### config.mk
export PLATFORM = sky130hd
export DESIGN_NAME = line_buffer_ctrl
export DESIGN_NICKNAME = d
export VERILOG_FILES = /design/src/rtl/line_buffer_ctrl_pkg.sv /design/src/rtl/lbc_bank_state.sv /design/src/rtl/line_buffer_ctrl.sv
export SDC_FILE = /design/constraint.sdc
export NUM_CORES = 1
export LEC_CHECK = 0
export ABC_AREA = 1
export CAP_MARGIN = 25
export CORE_MARGIN = 5
export CORE_UTILIZATION = 31
export DETAILED_ROUTE_END_ITERATION = 7
export GPL_TIMING_DRIVEN = 0
export PLACE_DENSITY = 0.51
export RECOVER_POWER = 100
export SLEW_MARGIN = 10
export SYNTH_ARGS = -nofsm -noshare
export SYNTH_HDL_FRONTEND = slang
export SYNTH_SLANG_ARGS = --single-unit
### constraint.sdc
create_clock -name pclk -period 2.7 [get_ports pclk]
set_input_delay 0.54 -clock pclk [delete_from_list [all_inputs] [get_ports pclk]]
set_output_delay 0.54 -clock pclk [all_outputs]
set_load 0.02 [all_outputs]
### src/rtl/line_buffer_ctrl_pkg.sv
// line_buffer_ctrl_pkg: bank-state encoding and default scanline geometry shared by the
// line buffer controller and vga_top.
package line_buffer_ctrl_pkg;

    // Default geometry: 800 active pixels per line, 10-bit address per bank.
    localparam int unsigned LBC_LINE_LEN = 800;
    localparam int unsigned LBC_AW       = 10;

    // Per-bank lifecycle: EMPTY -> FILLING -> FULL -> READING -> EMPTY.
    typedef enum logic [1:0] {
        BsEmpty   = 2'd0,
        BsFilling = 2'd1,
        BsFull    = 2'd2,
        BsReading = 2'd3
    } bank_state_e;

    // A bank can take pixels only while it is empty or part-written.
    function automatic logic bank_writable(logic [1:0] st);
        return (st == BsEmpty) || (st == BsFilling);
    endfunction

endpackage

### src/rtl/lbc_bank_state.sv
// lbc_bank_state: state register for one scanline bank. The controller never raises two
// events for the same bank in one cycle, so the priority order below only matters for flush.
module lbc_bank_state
    import line_buffer_ctrl_pkg::*;
(
    input  logic       pclk,
    input  logic       rst,
    input  logic       flush,
    input  logic       set_fill,
    input  logic       set_full,
    input  logic       claim,
    input  logic       rel,
    output logic [1:0] state
);

    // Bank lifecycle register; reset and flush both discard the bank contents.
    always_ff @(posedge pclk) begin
        if (rst || flush) begin
            state <= BsEmpty;
        end else if (set_full) begin
            state <= BsFull;
        end else if (set_fill) begin
            state <= BsFilling;
        end else if (claim) begin
            state <= BsReading;
        end else if (rel) begin
            state <= BsEmpty;
        end
    end

endmodule

### src/rtl/line_buffer_ctrl.sv
// line_buffer_ctrl: ping-pong scheduler for the two-bank scanline buffer between the PPU
// pixel stream and the video output path. Handles line doubling (each stored line is served
// REPEAT times) and flags underruns.
// Optional build macro LBC_UNDERRUN_CNT_EN adds a saturating 16-bit underrun counter port.
module line_buffer_ctrl
    import line_buffer_ctrl_pkg::*;
#(
    parameter int unsigned LINE_LEN = LBC_LINE_LEN,
    parameter int unsigned AW       = LBC_AW,
    parameter int unsigned REPEAT   = 2
) (
    input  logic          pclk,
    input  logic          rst,
    input  logic          flush,
    input  logic          wr_valid,
    output logic          wr_ready,
    output logic          wr_en,
    output logic          wr_bank,
    output logic [AW-1:0] wr_addr,
    output logic          wr_line_done,
    input  logic          rd_line_start,
    input  logic          rd_pix_en,
    output logic          rd_bank,
    output logic [AW-1:0] rd_addr,
    output logic          rd_valid,
    output logic          underrun
`ifdef LBC_UNDERRUN_CNT_EN
    ,
    output logic [15:0]   underrun_cnt
`endif
);

    localparam logic [AW-1:0] LastAddr = AW'(LINE_LEN - 1);
    localparam logic [1:0]    LastRep  = 2'(REPEAT - 1);

    logic [1:0] bs [2];
    logic       rd_ptr;
    logic [1:0] rep_cnt;

    logic       wr_last;
    logic       rd_any_reading;
    logic       rd_repeat;
    logic       rd_claim;
    logic [1:0] set_fill;
    logic [1:0] set_full;
    logic [1:0] claim;
    logic [1:0] rel;

    // Writer may only target a bank that is empty or part-written.
    assign wr_ready = bank_writable(bs[wr_bank]);
    assign wr_en    = wr_valid & wr_ready;
    assign wr_last  = wr_en && (wr_addr == LastAddr);

    // Decode write/read events into per-bank state commands. Flush is handled inside the
    // bank registers, where it overrides every command.
    always_comb begin
        set_fill = '0;
        set_full = '0;
        claim    = '0;
        rel      = '0;

        rd_any_reading = (bs[0] == BsReading) || (bs[1] == BsReading);
        rd_repeat      = rd_line_start && rd_any_reading && (rep_cnt != LastRep);
        rd_claim       = rd_line_start && !rd_repeat && (bs[rd_ptr] == BsFull);

        for (int b = 0; b < 2; b++) begin
            set_fill[b] = wr_en && !wr_last && (wr_bank == 1'(b));
            set_full[b] = wr_last && (wr_bank == 1'(b));
            rel[b]      = rd_line_start && !rd_repeat && (bs[b] == BsReading);
            claim[b]    = rd_claim && (rd_ptr == 1'(b));
        end
    end

    lbc_bank_state u_bank0 (
        .pclk     (pclk),
        .rst      (rst),
        .flush    (flush),
        .set_fill (set_fill[0]),
        .set_full (set_full[0]),
        .claim    (claim[0]),
        .rel      (rel[0]),
        .state    (bs[0])
    );

    lbc_bank_state u_bank1 (
        .pclk     (pclk),
        .rst      (rst),
        .flush    (flush),
        .set_fill (set_fill[1]),
        .set_full (set_full[1]),
        .claim    (claim[1]),
        .rel      (rel[1]),
        .state    (bs[1])
    );

    // Write pointer: advance on accept, hop to the other bank after the last pixel.
    always_ff @(posedge pclk) begin
        if (rst || flush) begin
            wr_addr      <= '0;
            wr_bank      <= 1'b0;
            wr_line_done <= 1'b0;
        end else begin
            wr_line_done <= wr_last;
            if (wr_last) begin
                wr_addr <= '0;
                wr_bank <= ~wr_bank;
            end else if (wr_en) begin
                wr_addr <= wr_addr + 1'b1;
            end
        end
    end

    // Read scheduler: repeat, claim the next full bank, or underrun at each line start;
    // between line starts the address follows the pixel strobe and sticks at the last pixel.
    always_ff @(posedge pclk) begin
        if (rst) begin
            rd_bank  <= 1'b0;
            rd_ptr   <= 1'b0;
            rd_addr  <= '0;
            rep_cnt  <= '0;
            rd_valid <= 1'b0;
            underrun <= 1'b0;
        end else if (flush) begin
            // rd_bank is left alone; rd_valid low already blanks the output.
            rd_ptr   <= 1'b0;
            rd_addr  <= '0;
            rep_cnt  <= '0;
            rd_valid <= 1'b0;
            underrun <= 1'b0;
        end else begin
            underrun <= rd_line_start && !rd_repeat && !rd_claim;
            if (rd_repeat) begin
                rep_cnt <= rep_cnt + 1'b1;
                rd_addr <= '0;
            end else if (rd_claim) begin
                rd_bank  <= rd_ptr;
                rd_ptr   <= ~rd_ptr;
                rep_cnt  <= '0;
                rd_addr  <= '0;
                rd_valid <= 1'b1;
            end else if (rd_line_start) begin
                rep_cnt  <= '0;
                rd_addr  <= '0;
                rd_valid <= 1'b0;
            end else if (rd_pix_en && rd_valid && (rd_addr != LastAddr)) begin
                rd_addr <= rd_addr + 1'b1;
            end
        end
    end

`ifdef LBC_UNDERRUN_CNT_EN
    // Saturating count of underrun pulses; survives flush so vsync does not hide history.
    always_ff @(posedge pclk) begin
        if (rst) begin
            underrun_cnt <= '0;
        end else if (underrun && (underrun_cnt != 16'hFFFF)) begin
            underrun_cnt <= underrun_cnt + 16'd1;
        end
    end
`endif

endmodule
==> metrics.txt <==
slowest cell delay on critical path 0.57 ns; leakage power 0.942 nW; Clk pin slew, worst setup/hold paths 0.07 ns; post-synthesis cell count 264; post-synthesis sequential area ratio 0.364; Worst Setup End Kind output port; final net count 311; asr flop ratio synth 0; TritonCTS clock tree built; YS warnings 0; GRT Util Overall 0.124; CTS Sinks 32; distinct cell type count after synthesis 29; number of buffers added on ports 31; Vias 1736; Tmin final 2.37 ns; final wirelength 4.14 mm; First DRT Iteration DRCs 68; pin count of the biggest net entering global routing 11; Rel. slew slack 0.739; first-pass GRT wire length 7.28 mm; DP HPWL 3.15 mm; CP max-delay cell dlygate4sd3_1; RSZ-0062 raised after global routing false; number of synthesized register bits 32; DRT Pass-1 Iters 4; initial antenna violation count 0; Most Crowded Layer GR met2; IO Count 33; met1 GRT Util 0.161; Avg WL per Cell 11.1 um; Power Total 869 uW; Core Area 5510 sq um; Die W 85.4 um; Power Density 392 nW/um^2; postcts setup bufs 0; Cell Area, Synth 1760 sq um; Worst setup SP type primary input; fin cells 374; Initial Util 0.320; final max-slew violation count 0; antenna diode count 0; fmax 421 MHz; proportion of layout cells with a drive suffix above 1 0.0662; max-capacitance violation count 0; global route overflow 0; Placed Cells 367; drt drc 0; worst vdd ir 0.000140 V; Clock Latency Late Sink 0.28 ns; post-route ant nets 0; met3 usage 0.0301; number of synthesized flops with an enable pin 0; syn avg cell area 6.67 sq um; final period utilization 0.879; Worst Path Max Fanout 10; WHS 0.481 ns; Root Buffer clkbuf_8; final setup violation count 0; Synth Flop Type dfxtp_1; Critical Path AT 1.83 ns; die area 7290 sq um; H-tree Lvls 2; area grow syn2layout 25.8%; hold crit path type flip-flop to flip-flop; met2 usage 0.194; worst path cell trace dlygate4sd3_1 -> nand3_1 -> buf_6 -> inv_6 -> buf_12 -> clkbuf_1; final setup TNS 0 ns; final hold viol count 0; routed vias/inst 4.64; status complete, no violations; post-synth net total 273; CP Class primary input to output port; DIE HEIGHT 85.4 um; worst-case clock buffer depth 2; # rows 27; cts bufs inserted 5; Final Skew 0.00745 ns; vias in the first global route 1575; Worst EP required 2.16 ns; filler cell count 615; Worst-Margin Slew 0.390 ns; Placer Congestion 0.782
sequential cells by signal, indices dropped and copies added (netlist names):
| name | flops |
|---|---|
| rd_addr | 10 |
| rd_bank | 1 |
| rd_ptr | 1 |
| rd_valid | 1 |
| rep_cnt | 2 |
| u_bank0.state | 2 |
| u_bank1.state | 2 |
| underrun | 1 |
| wr_addr | 10 |
| wr_bank | 1 |
| wr_line_done | 1 |
per-stage QoR:
step	setup slack, ns	cell area, sq um	util
after floorplan	1.06	1760	-
final	0.326	2220	0.402
after global routing	0.224	2220	0.402
after global placement	0.0200	2160	0.393
after CTS	0.0185	2240	0.407
after detailed placement	0.0230	2160	0.393
logic make-up (layout without fill, tap and decap cells):
kind of cell    after synthesis  in the layout  share of synthesized area
simple gates                151            151                      0.387
buf+inv                      44             82                      0.111
flops                        32             32                      0.364
compound gates               28             28                     0.0874
xor+xnor                      6              6                     0.0298
fa+ha+maj                     3              3                     0.0213
layout by cell type (no fill, tap or decap):
cell type / count
nand2_2: 1
a211oi_1: 1
buf_6: 1
nor3_2: 1
a21oi_1: 18
ha_1: 3
o32ai_1: 1
nor3b_1: 1
buf_12: 1
inv_2: 3
inv_6: 1
nor3_1: 4
o21a_1: 1
clkbuf_1: 2
a31oi_1: 1
nor2_1: 32
nand3_1: 19
o21ai_0: 5
nand4_1: 13
clkbuf_8: 5
clkdlybuf4s50_1: 2
nand2_1: 76
nor2_2: 1
inv_1: 37
dfxtp_1: 32
dlygate4sd3_1: 28
xnor2_1: 2
nor2_4: 1
nand2_4: 1
a21oi_2: 1
xor2_1: 4
clkinv_2: 1
buf_2: 1
nand3_2: 1
power by group:
part	switching (mW)	internal (mW)	leakage, nW
registers	0.00168	0.474	0.258
logic	0.0281	0.0174	0.643
clock network	0.173	0.175	0.0410
total	0.202	0.667	0.942
routing by layer:
layer	vias up	share of wire
met5	-	0
met4	0	0.018
met3	9	0.044
met2	29	0.44
met1	774	0.50
li1	924	-
cells in the mapped netlist (2+ instances only):
cell type	number	share of area
o21ai_0	5	0.014
nand4_1	13	0.046
nor2_2	3	0.011
ha_1	3	0.021
nor2_1	30	0.064
dfxtp_1	32	0.36
nand2_1	75	0.16
nor3_1	4	0.011
a21oi_1	18	0.051
inv_2	4	0.0085
nand3_1	18	0.051
xor2_1	4	0.020
nand3_2	2	0.011
xnor2_1	2	0.0099
nand2_2	2	0.0071
inv_1	36	0.077
area by class of cell:
type                    instances  area [sq um]  area share
plain buffers                   3          36.3      0.0164
clock buffers                   6          72.6      0.0327
clock inverters                 1          5.00     0.00226
inverters                      41           159      0.0717
multi-input cells             188           908       0.410
flip-flops and latches         32           641       0.289
well taps                      72          90.1      0.0407
repair buffers                 31           304       0.137
critical path, delay by kind of cell:
| family | cells | cell delay (ns) |
|---|---|---|
| and+or+nand+nor | 1 | 0.13 |
| buffers and inverters | 5 | 1.15 |
path summary, 6_finish.rpt:
path,startpoint,cells after the start,slack [ns],endpoint
worst max-delay path,wr_valid,6,0.33,wr_en
worst min-delay path,rd_ptr,2,0.48,rd_ptr
worst max register to register,wr_bank,7,1.02,wr_addr[5]
worst min register to register,rd_ptr,2,0.48,rd_ptr
timing repair:
item | in CTS | in global routing
hold buffers | 0 | 0
resized for setup | 0 | 1
endpoints found under the setup margin | 0 | 1
Note: power is estimated with default switching activity, not from simulation.
